==> config.mk <==
export PLATFORM = sky130hd
export DESIGN_NAME = matmul_apb_master
export DESIGN_NICKNAME = d
export VERILOG_FILES = /design/src/rtl/matmul_apb_master.sv
export SDC_FILE = /design/constraint.sdc
export NUM_CORES = 1
export LEC_CHECK = 0
export ABC_AREA = 1
export CAP_MARGIN = 10
export CORE_MARGIN = 5
export CORE_UTILIZATION = 25
export DETAILED_ROUTE_END_ITERATION = 8
export HOLD_SLACK_MARGIN = 0.06
export SLEW_MARGIN = 40
export SYNTH_ARGS = -nofsm -noshare
export SYNTH_HDL_FRONTEND = slang
export SYNTH_SLANG_ARGS = --single-unit
==> constraint.sdc <==
create_clock -name clk_i -period 1.8 [get_ports clk_i]
set_input_delay 0.18 -clock clk_i [delete_from_list [all_inputs] [get_ports clk_i]]
set_output_delay 0.18 -clock clk_i [all_outputs]
set_load 0.02 [all_outputs]
==> src/rtl/matmul_apb_master.sv <==
// -----------------------------------------------------------------------------
// matmul_apb_master
//
// APB4 requester for the matmul slave port. It accepts one command on a
// valid/ready interface, performs exactly one APB transfer, and returns the
// result on a valid/ready response interface. Only one transfer is ever in
// flight. A slave that holds pready low for TIMEOUT ACCESS cycles is abandoned
// and the response reports an error flagged as a timeout.
//
// Ports
//   clk_i, rst_ni              clock (rising edge), async active-low reset
//   cmd_valid_i / cmd_ready_o  command handshake
//   cmd_write_i, cmd_addr_i,
//   cmd_wdata_i, cmd_strb_i    command payload
//   rsp_valid_o / rsp_ready_i  response handshake
//   rsp_rdata_o                read data (0 for writes and timeouts)
//   rsp_err_o, rsp_tmo_o       slave error or timeout / timeout only
//   psel_o, penable_o,
//   pwrite_o, pstrb_o,
//   pwdata_o, paddr_o          APB request signals
//   pready_i, pslverr_i,
//   prdata_i                   APB completion signals
//   busy_o                     high whenever a transfer is in progress
//
// Every output is taken directly from a flop.
// -----------------------------------------------------------------------------
module matmul_apb_master #(
    parameter int BUS_WIDTH  = 64,
    parameter int ADDR_WIDTH = 16,
    parameter int TIMEOUT    = 255
) (
    input  logic                   clk_i,
    input  logic                   rst_ni,

    input  logic                   cmd_valid_i,
    output logic                   cmd_ready_o,
    input  logic                   cmd_write_i,
    input  logic [ADDR_WIDTH-1:0]  cmd_addr_i,
    input  logic [BUS_WIDTH-1:0]   cmd_wdata_i,
    input  logic [BUS_WIDTH/8-1:0] cmd_strb_i,

    output logic                   rsp_valid_o,
    input  logic                   rsp_ready_i,
    output logic [BUS_WIDTH-1:0]   rsp_rdata_o,
    output logic                   rsp_err_o,
    output logic                   rsp_tmo_o,

    output logic                   psel_o,
    output logic                   penable_o,
    output logic                   pwrite_o,
    output logic [BUS_WIDTH/8-1:0] pstrb_o,
    output logic [BUS_WIDTH-1:0]   pwdata_o,
    output logic [ADDR_WIDTH-1:0]  paddr_o,
    input  logic                   pready_i,
    input  logic                   pslverr_i,
    input  logic [BUS_WIDTH-1:0]   prdata_i,

    output logic                   busy_o
);

    localparam int STRB_W = BUS_WIDTH / 8;

    // The counter holds the number of ACCESS cycles already spent waiting;
    // the abort fires on the cycle that would make it reach TIMEOUT, so it
    // never has to represent TIMEOUT itself.
    localparam int CNT_W = (TIMEOUT > 1) ? $clog2(TIMEOUT) : 1;
    localparam logic [CNT_W-1:0] CNT_LAST = CNT_W'((TIMEOUT > 0) ? TIMEOUT - 1 : 0);
    localparam bit TMO_EN = (TIMEOUT > 0);

    typedef enum logic [1:0] {
        S_IDLE,
        S_SETUP,
        S_ACCESS,
        S_RESP
    } state_e;

    state_e                state_q,     state_d;
    logic [CNT_W-1:0]      cnt_q,       cnt_d;
    logic                  cmd_ready_q, cmd_ready_d;
    logic                  busy_q,      busy_d;
    logic                  psel_q,      psel_d;
    logic                  penable_q,   penable_d;
    logic                  pwrite_q,    pwrite_d;
    logic [ADDR_WIDTH-1:0] paddr_q,     paddr_d;
    logic [BUS_WIDTH-1:0]  pwdata_q,    pwdata_d;
    logic [STRB_W-1:0]     pstrb_q,     pstrb_d;
    logic                  rsp_valid_q, rsp_valid_d;
    logic [BUS_WIDTH-1:0]  rsp_rdata_q, rsp_rdata_d;
    logic                  rsp_err_q,   rsp_err_d;
    logic                  rsp_tmo_q,   rsp_tmo_d;

    // -------------------------------------------------------------------------
    // Next-state and output logic
    // -------------------------------------------------------------------------
    always_comb begin
        // NOTE: every signal gets its hold value first so no path through the
        // case statement can leave one unassigned and infer a latch.
        state_d     = state_q;
        cnt_d       = cnt_q;
        cmd_ready_d = cmd_ready_q;
        busy_d      = busy_q;
        psel_d      = psel_q;
        penable_d   = penable_q;
        pwrite_d    = pwrite_q;
        paddr_d     = paddr_q;
        pwdata_d    = pwdata_q;
        pstrb_d     = pstrb_q;
        rsp_valid_d = rsp_valid_q;
        rsp_rdata_d = rsp_rdata_q;
        rsp_err_d   = rsp_err_q;
        rsp_tmo_d   = rsp_tmo_q;

        unique case (state_q)
            S_IDLE: begin
                // cmd_ready_q is always 1 here, so valid alone is the handshake.
                if (cmd_valid_i) begin
                    state_d     = S_SETUP;
                    cmd_ready_d = 1'b0;
                    busy_d      = 1'b1;
                    cnt_d       = '0;
                    psel_d      = 1'b1;
                    penable_d   = 1'b0;
                    pwrite_d    = cmd_write_i;
                    paddr_d     = cmd_addr_i;
                    // Reads present an all-zero data/strobe pattern on the bus.
                    pwdata_d    = cmd_write_i ? cmd_wdata_i : '0;
                    pstrb_d     = cmd_write_i ? cmd_strb_i  : '0;
                end
            end

            S_SETUP: begin
                state_d   = S_ACCESS;
                penable_d = 1'b1;
                cnt_d     = '0;
            end

            S_ACCESS: begin
                // pready is checked before the terminal count, so a slave that
                // answers on the last allowed cycle still completes normally.
                if (pready_i) begin
                    state_d     = S_RESP;
                    psel_d      = 1'b0;
                    penable_d   = 1'b0;
                    rsp_valid_d = 1'b1;
                    rsp_rdata_d = pwrite_q ? '0 : prdata_i;
                    rsp_err_d   = pslverr_i;
                    rsp_tmo_d   = 1'b0;
                end else if (TMO_EN && (cnt_q == CNT_LAST)) begin
                    state_d     = S_RESP;
                    psel_d      = 1'b0;
                    penable_d   = 1'b0;
                    rsp_valid_d = 1'b1;
                    rsp_rdata_d = '0;
                    rsp_err_d   = 1'b1;
                    rsp_tmo_d   = 1'b1;
                end else if (TMO_EN) begin
                    cnt_d = cnt_q + CNT_W'(1);
                end
            end

            S_RESP: begin
                if (rsp_ready_i) begin
                    state_d     = S_IDLE;
                    cmd_ready_d = 1'b1;
                    busy_d      = 1'b0;
                    rsp_valid_d = 1'b0;
                    rsp_rdata_d = '0;
                    rsp_err_d   = 1'b0;
                    rsp_tmo_d   = 1'b0;
                end
            end

            default: begin
                state_d = S_IDLE;
            end
        endcase
    end

    // -------------------------------------------------------------------------
    // State registers
    // -------------------------------------------------------------------------
    // All state here is small control and datapath flops, so everything is
    // reset; an abort by reset leaves the bus idle with no response pending.
    always_ff @(posedge clk_i or negedge rst_ni) begin
        if (!rst_ni) begin
            state_q     <= S_IDLE;
            cnt_q       <= '0;
            cmd_ready_q <= 1'b1;
            busy_q      <= 1'b0;
            psel_q      <= 1'b0;
            penable_q   <= 1'b0;
            pwrite_q    <= 1'b0;
            paddr_q     <= '0;
            pwdata_q    <= '0;
            pstrb_q     <= '0;
            rsp_valid_q <= 1'b0;
            rsp_rdata_q <= '0;
            rsp_err_q   <= 1'b0;
            rsp_tmo_q   <= 1'b0;
        end else begin
            // NOTE: non-blocking assignments so every flop samples the values
            // from before this edge, independent of statement order.
            state_q     <= state_d;
            cnt_q       <= cnt_d;
            cmd_ready_q <= cmd_ready_d;
            busy_q      <= busy_d;
            psel_q      <= psel_d;
            penable_q   <= penable_d;
            pwrite_q    <= pwrite_d;
            paddr_q     <= paddr_d;
            pwdata_q    <= pwdata_d;
            pstrb_q     <= pstrb_d;
            rsp_valid_q <= rsp_valid_d;
            rsp_rdata_q <= rsp_rdata_d;
            rsp_err_q   <= rsp_err_d;
            rsp_tmo_q   <= rsp_tmo_d;
        end
    end

    assign cmd_ready_o = cmd_ready_q;
    assign busy_o      = busy_q;
    assign psel_o      = psel_q;
    assign penable_o   = penable_q;
    assign pwrite_o    = pwrite_q;
    assign paddr_o     = paddr_q;
    assign pwdata_o    = pwdata_q;
    assign pstrb_o     = pstrb_q;
    assign rsp_valid_o = rsp_valid_q;
    assign rsp_rdata_o = rsp_rdata_q;
    assign rsp_err_o   = rsp_err_q;
    assign rsp_tmo_o   = rsp_tmo_q;

endmodule
# Yosys cells after proc, flatten, opt, wreduce, memory -nomap -nowiden

Cells that the tools add are included.

Register bits: 170
Input bits: 159
Output and inout port bits: 160
Logic and storage cells: 69

Add/subtract/negate cells: 1
Equal/unequal tests: 9
Multiplexer cells: 33
Reduce and logical (&&, ||, !) cells: 12

Operators with widths:

| kind                                                | count |
|---|---|
| two-way mux 64 bit                                  | 5 |
| case mux 64 bit (2 select lines)                    | 1 |
| two-way mux 8 bit                                   | 4 |
| case mux 8 bit (3 select lines)                     | 1 |
| AND reduction 3 bit                                 | 5 |
| case mux 1 bit (2 select lines)                     | 6 |
| two-way mux 1 bit                                   | 10 |
| adder 8 x 1 -> 8 bit, second input constant         | 1 |
| equality test 8 bit, second input constant          | 1 |
| two-way mux 2 bit                                   | 4 |
| inequality test 2 bit, second input constant        | 4 |
| case mux 2 bit (4 select lines)                     | 1 |
| nonzero test 2 bit                                  | 3 |
| equality test 2 bit, second input constant          | 2 |
| AND reduction 4 bit                                 | 1 |
| inequality test 3 bit, second input constant        | 1 |
| case mux 1 bit (3 select lines)                     | 1 |
| nonzero test 3 bit                                  | 1 |
| equality test 2 x 1 -> 1 bit, second input constant | 1 |
| zero test 2 bit                                     | 1 |
| AND reduction 2 bit                                 | 1 |

# Logic depth before layout (Yosys ltp)

Depth after elaboration: 4
Gate-level depth with buffers: 11
Depth with buffers taken out: 10

# Worst setup path before layout

OpenSTA, ideal clock, no wires.

Path kind: reg2reg
Start: register state_q[0]
End: register cnt_q[6]
Setup time: 0.131 ns
Arrival: 1.460 ns
Required time: 1.669 ns
Path slack: 0.210 ns
Stages on the path, launching flop included: 9
Buffers on the path: 2
Clock period less this slack: 1.590 ns
Cells stage by stage: dfrtp_1 > inv_1 > ha_1 > buf_2 > a21oi_1 > nand3_1 > buf_4 > nand2_1 > o21ai_0

Cells in the longest elaborated chain, start to end: 3
Elaborated cells between the ends (all ways): 9
Classes of those cells: 5 x eq/ne; 1 x mux; 3 x reduce/logical

Ends and longest elaborated chain:

| what                                                                         | RTL line | RTL |
|---|---|---|
| start: declaration                                                           | 77       | `state_e state_q, state_d;` |
| start signal: assignment                                                     | 203      | `state_q <= state_d;` |
| equality test 2 bit (tied with other cells)                                  | 113      | `unique case (state_q)` |
| inequality test 2 bit (no source line) or nonzero test 3 bit (tied branches) | -        |  |
| AND reduction 4 bit (no source line)                                         | -        |  |
| end signal: assignment                                                       | 204      | `cnt_q <= cnt_d;` |
| end: declaration                                                             | 78       | `logic [CNT_W-1:0] cnt_q, cnt_d;` |

Several ways; a longest one is shown, not always the timed one.
A chain may end at the register's enable or synchronous reset.

# Worst setup path after layout

Start: register state_q[1]
End: register rsp_rdata_q[63], in the netlist rsp_rdata_o[63]

Cells in the longest elaborated chain, start to end: 3
Elaborated cells between the ends (all ways): 7
Classes of those cells: 4 x eq/ne; 1 x mux; 2 x reduce/logical

Ends and longest elaborated chain:

| what                                                           | RTL line | RTL |
|---|---|---|
| equality test 2 bit                                            | 113      |  |
| inequality test 3 bit (no source line) (tied with other cells) | -        |  |
| AND reduction 3 bit (no source line)                           | -        |  |
| end signal: assignment                                         | 214      | `rsp_rdata_q <= rsp_rdata_d;` |
| end: declaration                                               | 88       | `logic [BUS_WIDTH-1:0] rsp_rdata_q, rsp_rdata_d;` |

Several ways; a longest one is shown, not always the timed one.

==> summary.txt <==
Status -> complete, no violations
Sum Neg Setup Slack -> 0 ns
Syn-to-layout area delta -> 58.7%
Worst-Margin Slew -> 0.554 ns
Startpoint types -> flip-flop
Fmax -> 582 MHz
Flop and latch count out of synthesis -> 170
Mux share of post-synthesis cell area -> 0%
Die area -> 0.0339 sq mm
Hold path cells -> 3
Mapped Cells -> 930
Vias per cell -> 4.25
Max-cap viol count -> 0
Tot Pwr -> 20.3 mW
Clock sinks -> 170
Post-synth ARST share -> 100%
Fill count -> 3006
Ranking of synthesized cells by area -> dfrtp_1 (56%), nand2_1 (18%), nand3_1 (5.4%), o21ai_0 (5.4%), inv_1 (3.9%)
Clock power frac -> 18.9%
Switch Pwr -> 8.37 mW
Synth Warn # -> 0
Reg clk slew, reported paths -> 0.08 ns
Placeable Area -> 0.0298 sq mm
DRT iter0 DRCs -> 292
Rel. slew slack -> 63.1%
Xor/xnor share of the synthesized area -> 0%
Syn_nets -> 1097
Largest family of logic cells by synthesized area -> simple AND/OR/NAND/NOR gates
R2R cell count -> 8
Port Buf Inserts -> 318
# DRC -> 0
Crit-path max cell delay -> 0.45 ns
DP HPWL -> 18300 microns
Vias in the first global route -> 7018
Critical path buffers and inverters -> 2
Final Hold Viols -> 0
Power Density -> 1690 mW/mm^2
Site Rows -> 63
FF+latch area -> 0.00426 sq mm
Most Frequent Cell on Critical Path -> nand2_1
Slowest cell on crit path -> dfrtp_2
CTS Root Cell -> clkbuf_16
Met2 usage -> 22.4%
Synth Area in Compound Gates -> 6.23%
Int Pwr -> 11.9 mW
Kind of critical path -> flip-flop to flip-flop
Power share of the combinational group -> 50.0%
Final period util -> 95.5%
Leakage -> 5.78 nW
Detailed Route WL -> 25700 microns
Sequential power share -> 31.1%
First-pass GRT wire length -> 39400 microns
Sequential area share after synthesis -> 56.2%
Fin nets -> 1410
Ys flop type -> dfrtp_1
CP Data Arrival Time -> 2.04 ns
Max Clock Skew -> 0.0167 ns
Global-route usage over all layers -> 14.6%
CP required -> 2.12 ns
Mapped cell area -> 0.00757 sq mm
Placement Setup Slack -> 0.0853 ns
Worst setup EP type -> flip-flop
Buffer levels on the longest clock path -> 2
Overall die height -> 184 microns
RSZ-0062 raised after global routing -> false
Total gr overflow -> 0
Clk_lat worst skew -> 0.43 ns
Number of enable flip-flop cells after synthesis -> 0
Share of the synthesized area in the top cell type -> 55.9%
Multi-input gate area -> 0.00272 sq mm
Area share of fa/ha/maj cells after synthesis -> 1.32%
Final GP Congestion -> 0.814
Drt first pass iters -> 4
Final setup fails -> 0
Initial core utilization -> 25.4%
Via count -> 6995
Number of cells on the critical path -> 8
Distinct cells, synth -> 26
Peak supply drop -> 0.763 mV
Post-synth top area cell -> dfrtp_1
CTS H-Tree Depth -> 4
Hold WC Path Type -> input pin to flip-flop
Count leader, synth -> nand2_1
Post-synthesis simple-gate area fraction -> 27.8%
Clock buffer count from CTS -> 17
Met3 Use GR -> 6.77%
Worst Path Max Fanout -> 33
Die Width -> 184 microns
Slack of the critical path -> 0.0818 ns
Initial antenna violation count -> 0
Largest net degree at the start of global routing -> 68
Drt wl/cell -> 15.6 microns
CTS tree -> built
I/O pin total -> 319
Grt met1 use -> 19.0%
Final max-slew violation count -> 0
DRT antenna net count -> 0
GRT Max-Usage Layer -> met2
Fin crit period -> 1.72 ns
Delay-heaviest family, CP -> flip-flops
Mean post-synth cell area -> 8.14 sq um
N_diodes -> 0
Critical-path cell list -> ha_2 -> inv_2 -> nor2_2 -> a21oi_4 -> nand2_2 -> clkbuf_16 -> nand2_1 -> nand2_1
Share of cells above drive strength 1 -> 6.85%
Commonest cells in the synthesized netlist -> nand2_1 (361), dfrtp_1 (169), nand3_1 (82), o21ai_0 (82), inv_1 (79)
Switching Fraction -> 41.3%
==> logic make-up after synthesis <==
group | after synthesis
AOI/OAI and AO/OA | 90
adders and majority gates | 8
buffers and inverters | 138
DFF | 170
and+or+nand+nor | 524
==> final timing paths <==
check | startpoint | to | slack (ns)
setup / recovery | state_q[1]$_DFFE_PN0P_ | rsp_rdata_o[63]$_DFFE_PN0P_ | 0.08
hold / removal | cmd_write_i | pwdata_o[40]$_DFFE_PN0P_ | 0.23
setup reg to reg | state_q[1]$_DFFE_PN0P_ | rsp_rdata_o[63]$_DFFE_PN0P_ | 0.08
hold reg to reg | rsp_rdata_o[59]$_DFFE_PN0P_ | rsp_rdata_o[59]$_DFFE_PN0P_ | 0.47
max in group asynchronous | rst_ni | paddr_o[1]$_DFFE_PN0P_ | 0.92
min in group asynchronous | rst_ni | rsp_rdata_o[24]$_DFFE_PN0P_ | 0.27
==> layout make-up <==
type	count	area share [%]
multi-input combinational	622	22.6
clock buffer	19	3.69
timing repair buffer	350	30.3
tap	390	4.06
clock inverter	13	1.31
sequential	170	35.4
inverter	82	2.56
==> registers in the layout, summed over array words and instances, names as in the netlist <==
signal,count
busy_o,1
cmd_ready_o,1
cnt_q,8
paddr_o,16
penable_o,1
psel_o,1
pstrb_o,8
pwdata_o,64
pwrite_o,1
rsp_err_o,1
rsp_rdata_o,64
rsp_tmo_o,1
rsp_valid_o,1
state_q,2
==> stage by stage <==
stage	cells	util, %	hold slack (ns)	cell area, sq um
2_1_floorplan	930	-	-0.116	7570
3_3_place_gp	1611	38.0	0.189	11300
3_5_place_dp	1611	38.0	0.195	11300
6_report	1646	40.3	0.229	12000
4_1_cts	1644	40.0	0.210	11900
5_1_grt	1646	40.3	0.253	12000
==> placed cells by master, fill, tap and decap left out, types with 3 or more instances in the layout <==
| cell | instances |
|---|---|
| dfrtp_1 | 167 |
| or2_2 | 3 |
| nor2_2 | 3 |
| o21ai_0 | 82 |
| a21oi_1 | 3 |
| clkinvlp_4 | 3 |
| nand2_1 | 360 |
| clkdlybuf4s50_1 | 314 |
| nand3_1 | 81 |
| clkinv_4 | 3 |
| inv_6 | 3 |
| ha_1 | 5 |
| buf_4 | 14 |
| inv_1 | 78 |
| inv_2 | 3 |
| clkbuf_16 | 19 |
| buf_12 | 15 |
| nor2_1 | 70 |
==> power by group through the flow <==
stage | logic [mW] | clock network [mW] | registers, mW
floorplan | 3.29 | 0 | 8.13
global placement | 10.0 | 0 | 6.32
detailed placement | 10.1 | 0 | 6.33
CTS | 10.1 | 3.96 | 6.31
global route | 11.0 | 4.13 | 6.53
finish | 10.2 | 3.83 | 6.30
==> routing by layer <==
layer | wire length (microns) | part of all wire [%] | up-vias
met3 | 2810 | 11 | 11
li1 | - | - | 3487
met1 | 11400 | 44 | 3208
met2 | 11200 | 44 | 289
met5 | 0 | 0 | -
met4 | 284 | 1.1 | 0
==> worst reg2reg max path: stages, from the launching register on <==
cell	delay, ns
dfrtp_2	0.45
ha_2	0.22
inv_2	0.13
nor2_2	0.07
a21oi_4	0.19
nand2_2	0.15
clkbuf_16	0.24
nand2_1	0.09
nand2_1	0.05
==> repair_timing <==
action	in CTS	in global routing
hold buffers	1	0
setup buffers	0	0
endpoints found under the setup margin	2	69
pin swaps	0	1
gates resized for setup	2	10
hold endpoints to repair	40	0
cloned	0	2
Note: power is estimated with default switching activity, not from simulation.
